$ cat src/rtl/fetch_front_end.sv
// Fetch front end: owns the PC and the IF/ID register, applies hazard-unit
// stall/flush controls and branch redirects, and keeps stall/flush statistics.
module fetch_front_end #(
   parameter int unsigned         PC_WIDTH  = 32,
   parameter logic [PC_WIDTH-1:0] RESET_PC  = '0,
   parameter logic [PC_WIDTH-1:0] NOP       = '0,
   parameter int unsigned         CNT_WIDTH = 16,
   parameter int unsigned         MAX_STALL = 8
) (
   input  logic                 Clk,
   input  logic                 Reset,
   input  logic                 PCWrite,
   input  logic                 IF_ID_Write,
   input  logic                 IF_Flush,
   input  logic [PC_WIDTH-1:0]  RedirectTarget,
   input  logic [PC_WIDTH-1:0]  Instruction_in,
   output logic [PC_WIDTH-1:0]  PC_out,
   output logic [PC_WIDTH-1:0]  IF_ID_Instruction,
   output logic [PC_WIDTH-1:0]  IF_ID_PCPlus4,
   output logic                 IF_ID_Valid,
   output logic [1:0]           FrontState,
   output logic [CNT_WIDTH-1:0] StallCount,
   output logic [CNT_WIDTH-1:0] FlushCount,
   output logic                 StallTimeout
);

   localparam int unsigned         RUN_W   = $clog2(MAX_STALL + 1);
   localparam logic [RUN_W-1:0]    RUN_MAX = RUN_W'(MAX_STALL);
   localparam logic [CNT_WIDTH-1:0] CNT_MAX = '1;

   typedef enum logic [1:0] {
      ST_IDLE  = 2'b00,
      ST_RUN   = 2'b01,
      ST_STALL = 2'b10,
      ST_FLUSH = 2'b11
   } front_state_e;

   front_state_e         state_q, state_d;
   logic [PC_WIDTH-1:0]  pc_q, pc_d;
   logic [PC_WIDTH-1:0]  instr_q, instr_d;
   logic [PC_WIDTH-1:0]  pcplus4_q, pcplus4_d;
   logic                 valid_q, valid_d;
   logic [CNT_WIDTH-1:0] stall_cnt_q, stall_cnt_d;
   logic [CNT_WIDTH-1:0] flush_cnt_q, flush_cnt_d;
   logic [RUN_W-1:0]     stall_run_q, stall_run_d;
   logic                 timeout_q, timeout_d;
   logic [PC_WIDTH-1:0]  pc_plus4;

   // State register
   always_ff @(posedge Clk or posedge Reset) begin
      if (Reset) begin
         state_q     <= ST_IDLE;
         pc_q        <= RESET_PC;
         instr_q     <= NOP;
         pcplus4_q   <= '0;
         valid_q     <= 1'b0;
         stall_cnt_q <= '0;
         flush_cnt_q <= '0;
         stall_run_q <= '0;
         timeout_q   <= 1'b0;
      end else begin
         state_q     <= state_d;
         pc_q        <= pc_d;
         instr_q     <= instr_d;
         pcplus4_q   <= pcplus4_d;
         valid_q     <= valid_d;
         stall_cnt_q <= stall_cnt_d;
         flush_cnt_q <= flush_cnt_d;
         stall_run_q <= stall_run_d;
         timeout_q   <= timeout_d;
      end
   end

   // Next-state: flush beats stall beats run
   always_comb begin
      pc_plus4    = pc_q + PC_WIDTH'(4);
      state_d     = state_q;
      pc_d        = pc_q;
      instr_d     = instr_q;
      pcplus4_d   = pcplus4_q;
      valid_d     = valid_q;
      stall_cnt_d = stall_cnt_q;
      flush_cnt_d = flush_cnt_q;
      stall_run_d = stall_run_q;
      timeout_d   = timeout_q;

      if (IF_Flush) begin
         pc_d        = RedirectTarget & ~PC_WIDTH'(3);
         instr_d     = NOP;
         pcplus4_d   = '0;
         valid_d     = 1'b0;
         stall_run_d = '0;
         state_d     = ST_FLUSH;
         if (flush_cnt_q != CNT_MAX) flush_cnt_d = flush_cnt_q + CNT_WIDTH'(1);
      end else if (!PCWrite || !IF_ID_Write) begin
         if (PCWrite) pc_d = pc_plus4;
         if (IF_ID_Write) begin
            instr_d   = Instruction_in;
            pcplus4_d = pc_plus4;
            valid_d   = 1'b1;
         end
         if (stall_cnt_q != CNT_MAX) stall_cnt_d = stall_cnt_q + CNT_WIDTH'(1);
         if (stall_run_q != RUN_MAX) stall_run_d = stall_run_q + RUN_W'(1);
         if (stall_run_d == RUN_MAX) timeout_d = 1'b1;
         state_d = ST_STALL;
      end else begin
         pc_d        = pc_plus4;
         instr_d     = Instruction_in;
         pcplus4_d   = pc_plus4;
         valid_d     = 1'b1;
         stall_run_d = '0;
         state_d     = ST_RUN;
      end
   end

   assign PC_out            = pc_q;
   assign IF_ID_Instruction = instr_q;
   assign IF_ID_PCPlus4     = pcplus4_q;
   assign IF_ID_Valid       = valid_q;
   assign FrontState        = state_q;
   assign StallCount        = stall_cnt_q;
   assign FlushCount        = flush_cnt_q;
   assign StallTimeout      = timeout_q;

endmodule
$ cat config.mk
export PLATFORM = sky130hd
export DESIGN_NAME = fetch_front_end
export DESIGN_NICKNAME = d
export VERILOG_FILES = /design/src/rtl/fetch_front_end.sv
export SDC_FILE = /design/constraint.sdc
export NUM_CORES = 1
export LEC_CHECK = 0
export ABC_CLOCK_PERIOD_IN_PS = 4900
export CAP_MARGIN = 0
export CORE_MARGIN = 2
export CORE_UTILIZATION = 43
export DETAILED_ROUTE_END_ITERATION = 7
export PLACE_DENSITY_LB_ADDON = 0.1
export SLEW_MARGIN = 20
export SYNTH_ARGS = -nofsm -noshare
export SYNTH_HDL_FRONTEND = slang
export SYNTH_SLANG_ARGS = --single-unit
$ cat constraint.sdc
create_clock -name Clk -period 4.9 [get_ports Clk]
set_input_delay 1.47 -clock Clk [delete_from_list [all_inputs] [get_ports Clk]]
set_output_delay 1.47 -clock Clk [all_outputs]
set_load 0.02 [all_outputs]
==> results of run 1 <==
-- sequential cells by signal, summed over array words and instances, names as in the netlist --
register and count:
FlushCount 16, FrontState 2, IF_ID_Instruction 32, IF_ID_PCPlus4 31, IF_ID_Valid 1, PC_out 30, StallCount 16, StallTimeout 1
stall_run_q 4
-- critical path, stage by stage --
cell and delay, ps:
clkdlybuf4s50_1 710, nand4_1 430, or4_1 710, or4_1 460, nand3_1 100
-- per-stage QoR --
stage,instances,setup slack (ps),power (W),utilization,cell area (um2)
final,1035,1360,0.00346,0.613,9250
after global routing,1035,1270,0.00361,0.613,9250
after CTS,1035,1400,0.00349,0.613,9250
after detailed placement,1003,974,0.00212,0.571,8620
after global placement,1003,1030,0.00210,0.571,8620
after floorplan,662,1780,0.00174,-,6590
-- cells in the final DEF (no fill, tap or decap), types with 8 or more instances in the layout --
master	n
xor2_1	26
inv_1	10
a21oi_1	14
nor3_1	11
dfrtp_1	133
a311oi_1	17
a211oi_1	15
clkdlybuf4s50_1	194
clkbuf_16	17
and4_1	8
or3_1	16
o21ai_0	29
nand2_1	39
mux2i_1	34
a31oi_1	12
or4_1	22
nand4_1	20
nand3_1	26
o31ai_1	14
nor2_1	86
xnor2_1	25
and3_1	10
-- cell families (layout without fill, tap and decap cells) --
| kind of cell | after synthesis | in the layout | share of synthesized area |
|---|---|---|---|
| compound gates | 115 | 115 | 0.117 |
| xor+xnor | 51 | 51 | 0.0679 |
| fa+ha+maj | 5 | 5 | 0.00951 |
| buf+inv | 60 | 245 | 0.0386 |
| flops | 133 | 133 | 0.506 |
| mux | 37 | 37 | 0.0569 |
| other cells | 1 | 2 | 0.000570 |
| simple gates | 259 | 259 | 0.204 |
-- routing by layer --
| metal | track usage | share of wire | up-vias |
|---|---|---|---|
| met4 | 0.0814 | 0.015 | 0 |
| met5 | 0 | 0 | - |
| li1 | - | - | 2748 |
| met1 | 0.300 | 0.44 | 2831 |
| met3 | 0.0785 | 0.079 | 23 |
| met2 | 0.357 | 0.47 | 203 |
-- cells in the mapped netlist, types with 5 or more instances --
library cell  number
nand4_1           20
o211ai_1           6
a311oi_1          17
mux2i_1           34
xnor2_1           25
a21oi_1           14
and2_1             5
o31ai_1           14
a31oi_1           12
inv_1             11
nor4_1             6
and3_1            10
nor3_1            11
nand2_1           39
a211oi_1          15
nand3_1           26
o21ai_0           29
ha_1               5
clkbuf_1          34
or3_1             16
nor2_1            86
or4_1             22
and4_1             8
xor2_1            26
dfrtp_1          133
-- how the worst max path moves through the flow --
stage | slack, ps | end | depth (start not counted) | from
final | 1360 | PC_out[21]$_DFFE_PP0N_ | 5 | PCWrite
after global routing | 1270 | PC_out[21]$_DFFE_PP0N_ | 5 | PCWrite
after floorplan | 1780 | FlushCount[0]$_DFFE_PP0P_ | 1 | Reset
after CTS | 1400 | PC_out[21]$_DFFE_PP0N_ | 5 | PCWrite
after global placement | 1030 | PC_out[21]$_DFFE_PP0N_ | 5 | PCWrite
after detailed placement | 970 | PC_out[21]$_DFFE_PP0N_ | 5 | PCWrite
-- cell type report --
cell class              instances  area [um2]
fillers                      1259        5840
clock inverters                 8         146
repair buffers                201        2010
clock buffers                  24         482
multi-input cells             469        3000
well taps                     188         235
inverters                      12        48.8
flip-flops and latches        133        3330
-- power groups by stage --
stage | sequential (W) | clock, W | combinational (W)
2_1_floorplan | 0.00147 | 0 | 0.000265
3_3_place_gp | 0.00137 | 0 | 0.000725
3_5_place_dp | 0.00138 | 0 | 0.000740
4_1_cts | 0.00136 | 0.00138 | 0.000742
5_1_grt | 0.00138 | 0.00143 | 0.000795
6_report | 0.00136 | 0.00136 | 0.000734
==> impl_metrics.ini, run 1 <==
[run_status]
outcome = finished, final reports clean

[sta]
clock.fmax_ghz = 0.282
final_max_slew_viol_count = 0
finalCritPeriodShare = 0.723
min_period_ps = 3540
skew_ps = 9.03
max_slew_margin = 0.300
rsz0062_at_grt = false
worstMarginPinSlew_ps = 1050
fin_setup_tns_ps = 0
hold_ws_ps = 478
setup_violations = 0
finalHoldViolCount = 0

[worst_hold_path]
hold_path_class = flip-flop to flip-flop
hold_end = StallTimeout$_DFFE_PP0P_
worstHoldStart = StallTimeout$_DFFE_PP0P_
hold_depth = 1

[routing]
drt_wl_total_um = 18200
firstDrtPassIters = 5
ant_nets = 0
initialDrtViolationCount = 361
via_count = 5805
drc = 0
wl_per_cell_um = 17.6
vias_per_cell = 5.61

[setup_path]
required_ps = 5240
cp_max_fo = 9
r2r-end = IF_ID_PCPlus4[29]$_DFFE_PP0P_
worst-r2r-setup-slack_ps = 2130
worstPathArrival_ps = 3880
crit_type = input pin to flip-flop
reg2reg_from = PC_out[4]$_DFFE_PP0N_
reg2reg_depth = 4
startpoint_type = input pin
end_kind = flip-flop

[synth]
synth_async_sr_flop_share = 1.00
ys_seq_area_frac = 0.506
syn_area_per_cell_um2 = 9.95
ys_warn_count = 0
synth_top_area_share = 0.506
netlist_area_mm2 = 0.00658
ys.flop_type = dfrtp_1
synth.largest_area_cell = dfrtp_1
syn-instance-count = 661
synth.top_cells.by_area = dfrtp_1 (51%), mux2i_1 (5.2%), nor2_1 (4.9%)
synth_cell_types = 49
synth_edf_count = 0
ys_ff_latch = 133

[clock_network]
clock_path_buffers = 2
postCtsHoldBufs = 0
cts_tree = built
cts_resized = 0
cts_setup_buffers = 0
htree_levels = 4
numCtsBuffers = 17
clk_pin_slew_worst_paths_ps = 60
clk_latency_ps = 410
clock-sinks = 133
cts_root_buffer = clkbuf_16

[die]
dieArea_mm2 = 0.0163
rows = 45
core-area_mm2 = 0.0151
die_w_um = 128
ios = 201
initial_core_util = 0.436
die_height_um = 128

[power_and_ir_drop]
combPwrFrac = 0.212
ir_drop_uv = 228
power.switching_w = 0.000994
switching_share = 0.287
clkPwrFrac = 0.393
power_density_mw_per_mm2 = 374
internal_power_w = 0.00246
p_seq_frac = 0.395
p_leak_nw = 3.83

[final_layout]
diodes = 0
final_nets = 908
area_growth_pct = 40.6
drive_gt1_frac = 0.0519

[placed_design]
place_hpwl_um = 12300
gp_congestion = 0.814
io_buffers = 196

[global_routing]
grt_max_degree = 134
gr-usage-all-layers = 0.229
antenna_found_initial = 0
overflow = 0
grt_pass1_vias = 5867
grt_pass1_wl_um = 29700

[flow_run]
cap_violations = 0
Power figures use the tool's default switching activity.
==> run 2, diff against run 1 <==
--- a/config.mk
+++ b/config.mk
@@ -5,7 +5,7 @@
 export SDC_FILE = /design/constraint.sdc
 export NUM_CORES = 1
 export LEC_CHECK = 0
-export ABC_CLOCK_PERIOD_IN_PS = 4900
+export ABC_CLOCK_PERIOD_IN_PS = 2910
 export CAP_MARGIN = 0
 export CORE_MARGIN = 2
 export CORE_UTILIZATION = 43
==> constraint.sdc (replaced) <==
create_clock -name Clk -period 2.91 [get_ports Clk]
set_input_delay 0.873 -clock Clk [delete_from_list [all_inputs] [get_ports Clk]]
set_output_delay 0.873 -clock Clk [all_outputs]
set_load 0.02 [all_outputs]
==> run 2 against run 1 <==
  * Clock skew is 2.3 ps lower
  * Register-to-register slack worse by 1800 ps
  * First-iteration DRC count decreased by 2.8%
  * Setup slack got worse by 1100 ps
  * Die area is the same
  * Global-route usage down 0.070 points
  * Routed wire length rose by 0.79%
  * Sequential power increased by 68%
==> impl_metrics.ini, run 2 (synthesis gave the netlist of run 1 again) <==
[run_status]
outcome = finished, final reports clean

[final_layout]
diodes = 0
layout_commonest_cell = clkdlybuf4s50_1
layout_common_cells = clkdlybuf4s50_1 (194), dfrtp_1 (133), nor2_1 (86)
final_nets = 919
largest_reg_flops = 32
area_growth_pct = 40.8
drive_gt1_frac = 0.0653

[sta]
hold_ws_ps = 459
skew_ps = 6.70
setup_violations = 0
finalHoldViolCount = 0
clock.fmax_ghz = 0.384
min_period_ps = 2610
fin_setup_tns_ps = 0
rsz0062_at_grt = false
max_slew_margin = 0.595
finalCritPeriodShare = 0.896
worstMarginPinSlew_ps = 602
final_max_slew_viol_count = 0

[worst_hold_path]
hold_path_class = flip-flop to flip-flop
hold_end = StallTimeout$_DFFE_PP0P_
hold_depth = 1
worstHoldStart = StallTimeout$_DFFE_PP0P_

[power_and_ir_drop]
power.switching_w = 0.00167
power.total_w = 0.00545
combPwrFrac = 0.232
power_density_mw_per_mm2 = 588
switching_share = 0.306
p_leak_nw = 3.84
internal_power_w = 0.00378
ir_drop_uv = 384
p_seq_frac = 0.420
clkPwrFrac = 0.348

[die]
die_height_um = 128
ios = 201
initial_core_util = 0.436
rows = 45
core-area_mm2 = 0.0151
die_w_um = 128
dieArea_mm2 = 0.0163

[global_routing]
grt_pass1_wl_um = 29800
grt_pass1_vias = 5758
grt_max_degree = 95
antenna_found_initial = 0
overflow = 0
gr-usage-all-layers = 0.229

[routing]
initialDrtViolationCount = 351
vias_per_cell = 5.58
via_count = 5833
firstDrtPassIters = 4
drc = 0
drt_wl_total_um = 18300
wl_per_cell_um = 17.5
ant_nets = 0

[placed_design]
io_buffers = 196
place_hpwl_um = 12700
gp_congestion = 0.865

[setup_path]
end_kind = flip-flop
worstPathArrival_ps = 2920
cp_max_fo = 30
required_ps = 3220
startpoint_type = flip-flop
crit_type = flip-flop to flip-flop
r2r-end = IF_ID_PCPlus4[28]$_DFFE_PP0P_
path_cells = ha_1 > nand3_1 > or4_4 > or4_1 > a311oi_1
cp-startpoint = PC_out[2]$_DFFE_PP0N_
cpPeakStageDelay_ps = 720
cpMaxStageDelayCell = or4_4
worst-r2r-setup-slack_ps = 300
reg2reg_from = PC_out[2]$_DFFE_PP0N_
reg2reg_depth = 5

[clock_network]
htree_levels = 4
clk_latency_ps = 420
clk_pin_slew_worst_paths_ps = 60
numCtsBuffers = 17
cts_setup_buffers = 0
cts_resized = 0
cts_root_buffer = clkbuf_16
clock-sinks = 133
clock_path_buffers = 2
postCtsHoldBufs = 0
cts_tree = built

[flow_run]
cap_violations = 0
run 2: worst max path at each step:
stage                                          to  slack [ps]  cells past startpoint
finish              IF_ID_PCPlus4[28]$_DFFE_PP0P_         300                      5
floorplan               FlushCount[0]$_DFFE_PP0P_         390                      1
global route        IF_ID_PCPlus4[28]$_DFFE_PP0P_         130                      5
CTS                 IF_ID_PCPlus4[26]$_DFFE_PP0P_         270                      5
detailed placement         PC_out[21]$_DFFE_PP0N_          10                      5
global placement           PC_out[19]$_DFFE_PP0N_          90                      5
run 2: layer usage:
layer / wire (um) / up-vias / global-route usage / share of wire
li1: - / 2764 / - / -
met1: 8190 / 2840 / 0.302 / 0.45
met2: 8500 / 211 / 0.360 / 0.46
met3: 1440 / 18 / 0.0722 / 0.078
met4: 218 / 0 / 0.0737 / 0.012
met5: 0 / - / 0 / 0
run 2: area by class of cell:
| cell class | instances | area, um2 |
|---|---|---|
| Timing Repair Buffer | 212 | 2130 |
| Clock buffer | 22 | 464 |
| Fill cell | 1270 | 5830 |
| Inverter | 12 | 48.8 |
| Multi-Input combinational cell | 469 | 3000 |
| Sequential cell | 133 | 3330 |
| Clock inverter | 10 | 57.6 |
| Tap cell | 188 | 235 |
run 2: power groups by stage:
stage | Sequential, W | Combinational, W | Clock [W]
3_3_place_gp | 0.00230 | 0.00125 | 0
6_report | 0.00229 | 0.00126 | 0.00189
2_1_floorplan | 0.00248 | 0.000446 | 0
3_5_place_dp | 0.00232 | 0.00127 | 0
4_1_cts | 0.00229 | 0.00128 | 0.00193
5_1_grt | 0.00232 | 0.00137 | 0.00201
run 2: critical path, delay by kind of cell (launching register included):
family	cells	cell delay (ps)
AO/OA/AOI/OAI	1	270
adder cells (fa/ha/maj)	1	340
flip-flops	1	460
AND/OR/NAND/NOR	3	1440
run 2: metrics by stage:
step / area (um2) / util / instances / setup WS [ps]
2_1_floorplan: 6590 / - / 662 / 386
3_3_place_gp: 8740 / 0.579 / 1014 / 88.0
3_5_place_dp: 8740 / 0.579 / 1014 / 11.3
4_1_cts: 9260 / 0.614 / 1046 / 272
5_1_grt: 9260 / 0.614 / 1046 / 128
6_report: 9260 / 0.614 / 1046 / 303
==> run 3, diff against run 2 <==
--- a/config.mk
+++ b/config.mk
@@ -7,7 +7,7 @@
 export LEC_CHECK = 0
 export ABC_CLOCK_PERIOD_IN_PS = 2910
 export CAP_MARGIN = 0
-export CORE_MARGIN = 2
+export CORE_ASPECT_RATIO = 0.75
 export CORE_UTILIZATION = 43
 export DETAILED_ROUTE_END_ITERATION = 7
 export PLACE_DENSITY_LB_ADDON = 0.1
==> run 3 against run 2 <==
  * Clock power up 30%
  * Sequential power hardly changed
  * Worst hold slack better by 26 ps
  * Critical endpoint is now IF_ID_PCPlus4[26]$_DFFE_PP0P_
  * Highest routed layer unchanged
==> impl_metrics.ini, run 3 (synthesis gave the netlist of run 1 again) <==
[routing]
drc = 0
initialDrtViolationCount = 361
ant_nets = 0
firstDrtPassIters = 5
drt_wl_total_um = 18300
vias_per_cell = 5.44
wl_per_cell_um = 17.3
via_count = 5763

[placed_design]
place_hpwl_um = 12600
gp_congestion = 0.832
io_buffers = 196

[final_layout]
layout_commonest_cell = clkdlybuf4s50_1
drive_gt1_frac = 0.0709
layout_common_cells = clkdlybuf4s50_1 (194), dfrtp_1 (133), nor2_1 (86)
final.fill_count = 1126
diodes = 0
largest_reg_flops = 32
area_growth_pct = 43.4
final_nets = 922
postLayoutCoreUtil = 0.642

[setup_path]
end_kind = flip-flop
worstPathArrival_ps = 2920
path_cells = ha_1 > nand3_1 > or4_4 > or4_1 > a311oi_1
cpMaxStageDelayCell = or4_4
required_ps = 3230
startpoint_type = flip-flop
crit_type = flip-flop to flip-flop
worst-r2r-setup-slack_ps = 310
cp_max_fo = 30
cpPeakStageDelay_ps = 730
reg2reg_depth = 5

[global_routing]
grt_pass1_wl_um = 29300
grt_pass1_vias = 5727
gr-usage-all-layers = 0.243
use_met3 = 0.0628
use_met1 = 0.338
overflow = 0
use_met2 = 0.370
grt-busiest-layer = met2
grt_max_degree = 95
antenna_found_initial = 0

[die]
die_w_um = 145
dieArea_mm2 = 0.0158
core-area_mm2 = 0.0147
initial_core_util = 0.448
die_height_um = 109
ios = 201
rows = 38

[clock_network]
cts_setup_buffers = 0
htree_levels = 4
clock-sinks = 133
numCtsBuffers = 17
clk_latency_ps = 420
cts_resized = 0
clk_pin_slew_worst_paths_ps = 60
cts_root_buffer = clkbuf_16
postCtsHoldBufs = 0
cts_tree = built
clock_path_buffers = 2

[sta]
skew_ps = 10.2
worstMarginPinSlew_ps = 796
setup_violations = 0
max_slew_margin = 0.465
final_max_slew_viol_count = 0
min_period_ps = 2600
finalHoldViolCount = 0
fin_setup_tns_ps = 0
rsz0062_at_grt = false
clock.fmax_ghz = 0.385
finalCritPeriodShare = 0.894

[worst_hold_path]
hold_path_class = flip-flop to flip-flop
hold_depth = 1

[power_and_ir_drop]
ir_drop_uv = 395
p_leak_nw = 3.93
power_density_mw_per_mm2 = 636

[run_status]
outcome = finished, final reports clean

[flow_run]
cap_violations = 0
run 3: worst paths after layout:
check	start	end
setup / recovery	PC_out[2]$_DFFE_PP0N_	IF_ID_PCPlus4[26]$_DFFE_PP0P_
hold / removal	StallTimeout$_DFFE_PP0P_	StallTimeout$_DFFE_PP0P_
setup reg to reg	PC_out[2]$_DFFE_PP0N_	IF_ID_PCPlus4[26]$_DFFE_PP0P_
hold reg to reg	StallTimeout$_DFFE_PP0P_	StallTimeout$_DFFE_PP0P_
max in group asynchronous	Reset	IF_ID_PCPlus4[8]$_DFFE_PP0P_
min in group asynchronous	Reset	IF_ID_Instruction[25]$_DFFE_PP0P_
run 3: worst max-delay path, delay by kind of cell (launching register included):
kind	cells	cell delay, ps
flops	1	450
simple gates	3	1450
compound gates	1	270
fa+ha+maj	1	310
run 3: stage by stage:
step                      power (W)  std cells  setup slack [ps]  area, um2  hold slack (ps)
after CTS                   0.00604       1060               338       9430              496
after floorplan             0.00293        662               386       6590              555
after detailed placement    0.00358       1029              64.5       8770              458
after global placement      0.00355       1029               110       8770              448
final                       0.00600       1060               310       9430              486
after global routing        0.00626       1060               149       9430              505
run 3: final cells by class:
type | instances | area, um2 | share of cell area
Clock buffer | 18 | 439 | 0.0466
Multi-Input combinational cell | 469 | 3000 | 0.318
Sequential cell | 133 | 3330 | 0.353
Inverter | 12 | 48.8 | 0.00517
Timing Repair Buffer | 215 | 2140 | 0.227
Tap cell | 200 | 250 | 0.0265
Clock inverter | 13 | 229 | 0.0243
run 3: power by group:
group	total, W	leakage, nW	internal [W]	switching, W
registers	0.00229	1.70	0.00204	0.000245
clock network	0.00245	0.326	0.00162	0.000822
logic	0.00126	1.90	0.000615	0.000647
run 3: metal layers:
| metal | up-vias | routed length, um |
|---|---|---|
| li1 | 2774 | - |
| met1 | 2776 | 8530 |
| met2 | 194 | 8410 |
| met3 | 19 | 1150 |
| met4 | 0 | 219 |
| met5 | - | 0 |
